<file path="config.mk">
export PLATFORM = sky130hd
export DESIGN_NAME = cla_adder_pipe
export DESIGN_NICKNAME = d
export VERILOG_FILES = /design/src/rtl/cla_adder_pipe.sv
export SDC_FILE = /design/constraint.sdc
export NUM_CORES = 1
export LEC_CHECK = 0
export ABC_AREA = 1
export BUFFER_PORTS_ARGS = -buffer_cell sky130_fd_sc_hd__buf_2
export CAP_MARGIN = 20
export CORE_MARGIN = 3
export CORE_UTILIZATION = 49
export CTS_BUF_LIST = sky130_fd_sc_hd__clkbuf_16
export DETAILED_ROUTE_END_ITERATION = 7
export GPL_ROUTABILITY_DRIVEN = 0
export GPL_TIMING_DRIVEN = 1
export HOLD_SLACK_MARGIN = 0.05
export PLACE_DENSITY = 0.76
export SETUP_SLACK_MARGIN = 0.5
export SYNTH_ARGS = -nofsm -noshare
export SYNTH_HDL_FRONTEND = slang
export SYNTH_SLANG_ARGS = --single-unit
</file>
<file path="constraint.sdc">
create_clock -name clk -period 1.9 [get_ports clk]
set_input_delay 0.19 -clock clk [delete_from_list [all_inputs] [get_ports clk]]
set_output_delay 0.19 -clock clk [all_outputs]
set_load 0.02 [all_outputs]
</file>
<file path="src/rtl/cla_adder_pipe.sv">
// Pipelined carry-lookahead adder/subtractor built from 4-bit lookahead groups.
// Each register stage resolves (WIDTH/4)/STAGES groups, LSB first; flags come out of the last stage.
module cla_adder_pipe #(
  parameter int WIDTH  = 16,
  parameter int STAGES = 2
) (
  input  logic             clk,
  input  logic             rst,
  input  logic             in_valid,
  output logic             in_ready,
  input  logic [WIDTH-1:0] a,
  input  logic [WIDTH-1:0] b,
  input  logic             cin,
  input  logic             sub,
  output logic             out_valid,
  input  logic             out_ready,
  output logic [WIDTH-1:0] sum,
  output logic             cout,
  output logic             ovf,
  output logic             zero
);

  localparam int NG   = WIDTH / 4;
  localparam int GPS  = NG / STAGES;
  localparam int SW   = 4 * GPS;
  localparam int LAST = STAGES - 1;

  // Result packing: {carry out of slice, carry into slice MSB, slice sum}.
  function automatic logic [SW+1:0] cla_slice(input logic [SW-1:0] x,
                                               input logic [SW-1:0] y,
                                               input logic          ci);
    logic [SW-1:0]  g;
    logic [SW-1:0]  p;
    logic [SW-1:0]  s;
    logic [GPS-1:0] gg;
    logic [GPS-1:0] gp;
    logic [GPS:0]   gc;
    logic [3:0]     c;
    logic           pa;
    logic           cmsb;
    g    = x & y;
    p    = x ^ y;
    s    = '0;
    c    = '0;
    cmsb = 1'b0;
    for (int j = 0; j < GPS; j++) begin
      gg[j] = g[4*j+3] | (p[4*j+3] & g[4*j+2]) | (p[4*j+3] & p[4*j+2] & g[4*j+1])
            | (p[4*j+3] & p[4*j+2] & p[4*j+1] & g[4*j]);
      gp[j] = &p[4*j +: 4];
    end
    // Flattened group lookahead: carry into group j from every lower G term and the slice carry-in.
    gc    = '0;
    gc[0] = ci;
    for (int j = 1; j <= GPS; j++) begin
      pa = 1'b1;
      for (int k = j - 1; k >= 0; k--) begin
        gc[j] = gc[j] | (pa & gg[k]);
        pa    = pa & gp[k];
      end
      gc[j] = gc[j] | (pa & ci);
    end
    for (int j = 0; j < GPS; j++) begin
      c[0] = gc[j];
      c[1] = g[4*j] | (p[4*j] & c[0]);
      c[2] = g[4*j+1] | (p[4*j+1] & g[4*j]) | (p[4*j+1] & p[4*j] & c[0]);
      c[3] = g[4*j+2] | (p[4*j+2] & g[4*j+1]) | (p[4*j+2] & p[4*j+1] & g[4*j])
           | (p[4*j+2] & p[4*j+1] & p[4*j] & c[0]);
      s[4*j +: 4] = p[4*j +: 4] ^ c;
      cmsb        = c[3];
    end
    return {gc[GPS], cmsb, s};
  endfunction

  logic              advance;
  logic [STAGES-1:0] vld_q, vld_d;
  logic [STAGES-1:0] cy_q, cy_d;
  logic [WIDTH-1:0]  sum_q [STAGES];
  logic [WIDTH-1:0]  sum_d [STAGES];
  logic [WIDTH-1:0]  a_q [STAGES];
  logic [WIDTH-1:0]  a_d [STAGES];
  logic [WIDTH-1:0]  b_q [STAGES];
  logic [WIDTH-1:0]  b_d [STAGES];
  logic              ovf_q, ovf_d;
  logic              zero_q, zero_d;

  logic [WIDTH-1:0]  src_a [STAGES];
  logic [WIDTH-1:0]  src_b [STAGES];
  logic [WIDTH-1:0]  src_sum [STAGES];
  logic [STAGES-1:0] src_c;
  logic [STAGES-1:0] src_v;
  logic [SW+1:0]     res [STAGES];

  // Handshake: a beat moves when valid & ready on the same edge. The whole pipe advances
  // together whenever the output slot is empty or being taken, so in_ready mirrors advance.
  assign advance   = ~vld_q[LAST] | out_ready;
  assign in_ready  = advance;
  assign out_valid = vld_q[LAST];
  assign sum       = sum_q[LAST];
  assign cout      = cy_q[LAST];
  assign ovf       = ovf_q;
  assign zero      = zero_q;

  always_comb begin
    src_a[0]   = a;
    src_b[0]   = sub ? ~b : b;
    src_c[0]   = sub | cin;
    src_v[0]   = in_valid;
    src_sum[0] = '0;
    for (int s = 1; s < STAGES; s++) begin
      src_a[s]   = a_q[s-1];
      src_b[s]   = b_q[s-1];
      src_c[s]   = cy_q[s-1];
      src_v[s]   = vld_q[s-1];
      src_sum[s] = sum_q[s-1];
    end
  end

  always_comb begin
    for (int s = 0; s < STAGES; s++) begin
      res[s] = cla_slice(src_a[s][SW-1:0], src_b[s][SW-1:0], src_c[s]);
    end
  end

  // Operands shift right as slices are consumed; sum slices enter at the top and walk down.
  always_comb begin
    vld_d  = vld_q;
    cy_d   = cy_q;
    ovf_d  = ovf_q;
    zero_d = zero_q;
    for (int s = 0; s < STAGES; s++) begin
      sum_d[s] = sum_q[s];
      a_d[s]   = a_q[s];
      b_d[s]   = b_q[s];
    end
    if (advance) begin
      for (int s = 0; s < STAGES; s++) begin
        vld_d[s] = src_v[s];
        if (src_v[s]) begin
          a_d[s]   = src_a[s] >> SW;
          b_d[s]   = src_b[s] >> SW;
          sum_d[s] = (src_sum[s] >> SW) | (WIDTH'(res[s][SW-1:0]) << (WIDTH - SW));
          cy_d[s]  = res[s][SW+1];
        end
      end
      if (src_v[LAST]) begin
        ovf_d  = res[LAST][SW] ^ res[LAST][SW+1];
        zero_d = ~|sum_d[LAST];
      end
    end
  end

  always_ff @(posedge clk or posedge rst) begin
    if (rst) begin
      vld_q  <= '0;
      cy_q   <= '0;
      ovf_q  <= 1'b0;
      zero_q <= 1'b0;
      for (int s = 0; s < STAGES; s++) begin
        sum_q[s] <= '0;
        a_q[s]   <= '0;
        b_q[s]   <= '0;
      end
    end else begin
      vld_q  <= vld_d;
      cy_q   <= cy_d;
      ovf_q  <= ovf_d;
      zero_q <= zero_d;
      for (int s = 0; s < STAGES; s++) begin
        sum_q[s] <= sum_d[s];
        a_q[s]   <= a_d[s];
        b_q[s]   <= b_d[s];
      end
    end
  end

endmodule
</file>
==> metrics.yaml, run 1 <==
cells_and_area:
  final_nets: 469
  area_growth_syn_to_layout_pct: 46.6
  finalNonFillerCells: 482
  multi_input_area_um2: 1550
  design_area_um2: 3860
  diodes: 0
  seqCellArea_um2: 1150
  fillerInstances: 353
  drive_gt1_share_pct: 39.6
die:
  die_y_um: 79.3
  core_um2: 5140
  dieArea_um2: 6290
  pin_count: 59
  initial_core_util_pct: 51.3
  die_x_um: 79.3
  rows: 26
cts:
  clock_latency_ps: 290
  clockBufferDepth: 2
  cts_sinks: 46
  cts_tree: "done"
  cts_made_buffers: 5
  htreeDepth: 2
  root_buffer: "clkbuf_16"
  path_clk_slew_ps: 60
place:
  placed_cell_area_um2: 3140
  port_buffers: 58
  dp.cells: 452
  post-dp-hpwl_um: 4130
worst_setup_path:
  start_kind: "flop"
  critPathMaxFanout: 2
  worst_setup_path_end_kind: "flop"
  worst-endpoint-required_ps: 2130
  critPathKind: "reg2reg"
  arrival_ps: 2370
outcome:
  status: "finished, violations left"
  violations: "negative setup slack"
global_route:
  grt_remaining_overflow: 0
  grt_pass1_wl_um: 9800
  grt_pass1_vias: 2224
  grt_max_degree: 32
  antenna_found_initial: 0
  met1_usage_pct: 25.0
  grtUsageTotal_pct: 19.4
  top_usage_layer: "met2"
  use_met2_pct: 34.0
  grtUsageMet3_pct: 2.95
pwr:
  cellLeakagePower_uw: 0.00205
  finalPower_uw: 4530
  ir_drop_uv: 526
  power_density_nw_per_um2: 1170
logic_synthesis:
  syn_area_um2: 2640
  synth_cell_types: 30
  ys_seq_area_share_pct: 43.7
  syn_avg_cell_area_um2: 8.39
  synth_nets: 372
  synthCells: 314
  yosysWarnings: 0
  ys_ff_latch: 46
detailed_routing:
  vias_per_cell: 5.03
  wl_per_cell_um: 14.4
  drt_pass1_iterations: 4
  drt-total-wl_um: 6930
  drt-initial-drc-count: 142
  route.detailed.drc: 0
  num_vias: 2424
  antenna_left: 0
timing:
  period_minus_slack_ps: 2150
  setup_viol: 6
  fin_skew_ps: 3.93
  hold_violations: 0
  rsz0062_at_grt: "yes"
  period_share_pct: 113
  max_slew_margin_pct: 42.0
  tightest_slew_ps: 865
  setup_slack_ps: -249
  fmax_mhz: 465
  final_max_slew_viol_count: 0
hold_path:
  min-delay-path-class: "in2reg"
run:
  maxCapViolations: 0
==> kinds of logic after synthesis <==
family	synth area share [%]
simple gates	23.4
compound gates	7.84
fa+ha+maj	10.6
buf+inv	7.45
flops	43.7
xor+xnor	6.98
==> routing by layer <==
metal	wire (µm)	vias up	share of wire, %
met3	316	16	4.6
met4	200	0	2.9
met2	3530	74	51
met1	2880	1152	42
li1	-	1182	-
met5	0	-	0
==> path summary, 6_finish.rpt <==
path	from	cells after the start	slack [ps]	to
worst min-delay path	a[9]	3	110	a_q[17]$_DFFE_PP0P_
worst max-delay path	b_q[16]$_DFFE_PP0P_	13	-250	zero$_DFFE_PP0P_
worst min register to register	sum[1]$_DFFE_PP0N_	2	470	sum[1]$_DFFE_PP0N_
worst max register to register	b_q[16]$_DFFE_PP0P_	13	-250	zero$_DFFE_PP0P_
max in group asynchronous	rst	4	830	a_q[20]$_DFFE_PP0P_
min in group asynchronous	rst	3	520	src_sum[12]$_DFFE_PP0P_
==> per-stage QoR <==
| step | setup WS, ps | utilization, % | hold WS (ps) | TNS [ps] |
|---|---|---|---|---|
| floorplan | -86.6 | - | 300 | -255 |
| global placement | -120 | 61.1 | 289 | -188 |
| detailed placement | -247 | 61.1 | 287 | -395 |
| CTS | -201 | 69.4 | 104 | -450 |
| global route | -384 | 75.2 | 111 | -1220 |
| finish | -249 | 75.2 | 105 | -504 |
==> cells in the final DEF, fill, tap and decap left out, types with 11 or more instances in the layout <==
cell / instances
nand2_2: 13
inv_1: 26
buf_6: 14
buf_2: 54
o21ai_0: 16
buf_4: 24
dfrtp_1: 46
nor2_1: 11
ha_1: 12
nand2_1: 92
==> what timing repair did <==
action                     CTS  global route
setup endpoints to repair   31            27
setup buffers               11             9
hold buffers                 1             0
gates cloned                 0             1
hold endpoints to repair    22             0
pin swaps                   28            17
resized for setup           39            40
==> synthesized netlist by cell type <==
library cell	instances	area share [%]
nand2_1	107	15
dfrtp_1	46	44
inv_1	32	4.6
o21ai_0	20	3.8
ha_1	16	7.6
nand3_1	13	2.5
nor2_1	13	1.9
xnor2_1	12	4.0
xor2_1	9	3.0
a21oi_1	6	1.1
buf_2	4	0.76
fa_1	4	3.0
nand2_2	4	0.95
o21ai_1	4	0.76
a31oi_1	3	0.71
buf_6	3	1.3
nand3b_1	3	0.85
buf_4	2	0.57
nor2_2	2	0.47
a21o_1	1	0.29
a22oi_1	1	0.29
and3_1	1	0.24
clkbuf_1	1	0.14
inv_2	1	0.14
nand3_2	1	0.38
nor2_8	1	0.76
nor3_1	1	0.19
o21a_1	1	0.29
o21ai_2	1	0.33
o22ai_1	1	0.24
==> state kept, by name, summed over array words and instances, names as in the netlist <==
signal,count
a_q,8
b_q,8
vld_q,2
src_sum,8
sum,16
ovf,1
cy_q,2
zero,1
==> layout make-up <==
class	instances	area share, %
multi-input cells	225	40.1
flip-flops and latches	46	29.8
repair buffers	100	19.6
inverters	33	3.30
clock buffers	5	3.24
well taps	70	2.27
clock inverters	3	1.65
==> where the power goes <==
part	internal [µW]	leakage (µW)	switching, µW	total [µW]
sequential	1260	0.000566	181	1440
combinational	883	0.00139	1100	1980
clock	748	0.0000915	354	1100
==> critical path, cell delays in order (launching register included) <==
cell and delay, ps:
dfrtp_1 380, ha_1 290, nand2_1 70, nand2_2 100
nand3_2 70, nand2_2 80, fa_2 450, nor3_2 120
nand3_1 90, nor2_1 100, nand3_1 80, nor2_1 110
nand3_1 80, nand2_1 50
No activity file was read; power rests on OpenSTA's default activity.
==> run 2: changes to the inputs <==
PLACE_DENSITY = 0.88   (was 0.76)
==> metrics.yaml, run 2 (synthesis gave the netlist of run 1 again) <==
pwr:
  ir_drop_uv: 614
  power_density_nw_per_um2: 1130
  cellLeakagePower_uw: 0.00202
die:
  die_x_um: 79.3
  pin_count: 59
  core_um2: 5140
  die_y_um: 79.3
  dieArea_um2: 6290
  rows: 26
  initial_core_util_pct: 51.3
place:
  post-dp-hpwl_um: 4480
  port_buffers: 58
  dp.cells: 453
  placed_cell_area_um2: 3120
worst_setup_path:
  ff2ff_path_depth: 13
  arrival_ps: 2370
  critPathKind: "reg2reg"
  r2r-start: "a_q[18]$_DFFE_PP0P_"
  worst-endpoint-required_ps: 2120
  worst_setup_path_end_kind: "flop"
  start_kind: "flop"
  cp-startpoint: "a_q[18]$_DFFE_PP0P_"
  rrSetupSlack_ps: -250
  critPathMaxFanout: 2
  reg2reg_to: "zero$_DFFE_PP0P_"
  crit_end: "zero$_DFFE_PP0P_"
timing:
  fin_skew_ps: 7.22
  period_share_pct: 113
  finalSetupTns_ps: -483
  setup_viol: 6
  setup_slack_ps: -248
  period_minus_slack_ps: 2150
  fmax_mhz: 466
  rsz0062_at_grt: "yes"
  hold_violations: 0
  final_max_slew_viol_count: 0
  tightest_slew_ps: 610
  max_slew_margin_pct: 59.1
detailed_routing:
  wl_per_cell_um: 15.1
  vias_per_cell: 5.16
  antenna_left: 0
  drt-total-wl_um: 7350
  drt-initial-drc-count: 144
  num_vias: 2518
  route.detailed.drc: 0
  drt_pass1_iterations: 4
cts:
  clockBufferDepth: 2
  clock_latency_ps: 290
  cts_made_buffers: 5
  root_buffer: "clkbuf_16"
  cts_tree: "done"
  htreeDepth: 2
  cts_sinks: 46
  path_clk_slew_ps: 60
cells_and_area:
  mostFrequentLayoutCells: "93 x nand2_1, 57 x buf_2, 46 x dfrtp_1"
  fillerInstances: 343
  largest_reg_flops: 16
  final_nets: 475
  multi_input_area_um2: 1600
  finalNonFillerCells: 488
  area_growth_syn_to_layout_pct: 45.8
  final_common_cell: "nand2_1"
  drive_gt1_share_pct: 42.3
  diodes: 0
  design_area_um2: 3840
  seqCellArea_um2: 1150
global_route:
  grtUsageTotal_pct: 21.1
  grt_remaining_overflow: 0
  grt_pass1_wl_um: 10400
  grt_pass1_vias: 2351
  grt_max_degree: 39
  antenna_found_initial: 0
outcome:
  status: "finished, violations left"
  violations: "negative setup slack"
hold_path:
  min-delay-path-class: "in2reg"
  hold_start: "a[11]"
run:
  maxCapViolations: 0
run 2: worst min-delay path by stage:
stage	endpoint	cells after the start
floorplan	a_q[17]$_DFFE_PP0P_	2
global placement	sum[1]$_DFFE_PP0N_	2
detailed placement	sum[1]$_DFFE_PP0N_	2
CTS	a_q[20]$_DFFE_PP0P_	3
global route	a_q[17]$_DFFE_PP0P_	3
finish	a_q[19]$_DFFE_PP0P_	3
run 2: critical path: stages (launching register included):
cell and delay, ps:
dfrtp_1 400, ha_1 310, nand2_1 80, inv_2 60
nand3_2 70, nand2_2 80, fa_2 450, nor3_2 130
nand3_1 90, nor2_1 90, nand3_1 70, nor2_1 90
nand3_1 100, nand2_2 70
run 2: power breakdown:
group | switching [µW] | leakage, µW | internal [µW] | total (µW)
Sequential | 190 | 0.000566 | 1260 | 1450
Combinational | 1150 | 0.00138 | 915 | 2070
Clock | 352 | 0.0000724 | 476 | 827
Total | 1690 | 0.00202 | 2650 | 4350
run 2: final cells by class:
type / count / share of cell area (%)
Clock buffer: 5 / 3.26
Clock inverter: 3 / 0.326
Inverter: 33 / 3.49
Multi-Input combinational cell: 225 / 41.6
Sequential cell: 46 / 30.0
Tap cell: 70 / 2.28
Timing Repair Buffer: 105 / 18.9
Timing Repair inverter: 1 / 0.195
run 2: timing repair:
item,CTS,global route
gates cloned,0,1
setup endpoints to repair,24,31
resized for setup,39,47
setup buffers,10,15
hold buffers,1,0
hold endpoints to repair,16,0
pin swaps,25,33
run 2: metal layers:
| metal | part of all wire [%] | global-route usage (%) |
|---|---|---|
| met1 | 38 | 25.2 |
| met2 | 54 | 37.7 |
| met3 | 5.2 | 4.20 |
| met4 | 3.2 | 7.04 |
| met5 | 0 | 0 |
run 2: through the flow:
step	utilization [%]	setup WS (ps)	hold WS, ps	total power, µW
after CTS	68.3	-186	95.5	4010
after global routing	74.7	-433	111	4600
final	74.7	-248	94.6	4350
after global placement	60.7	-113	203	2890
after detailed placement	60.7	-271	211	2970
after floorplan	-	-86.6	300	2440
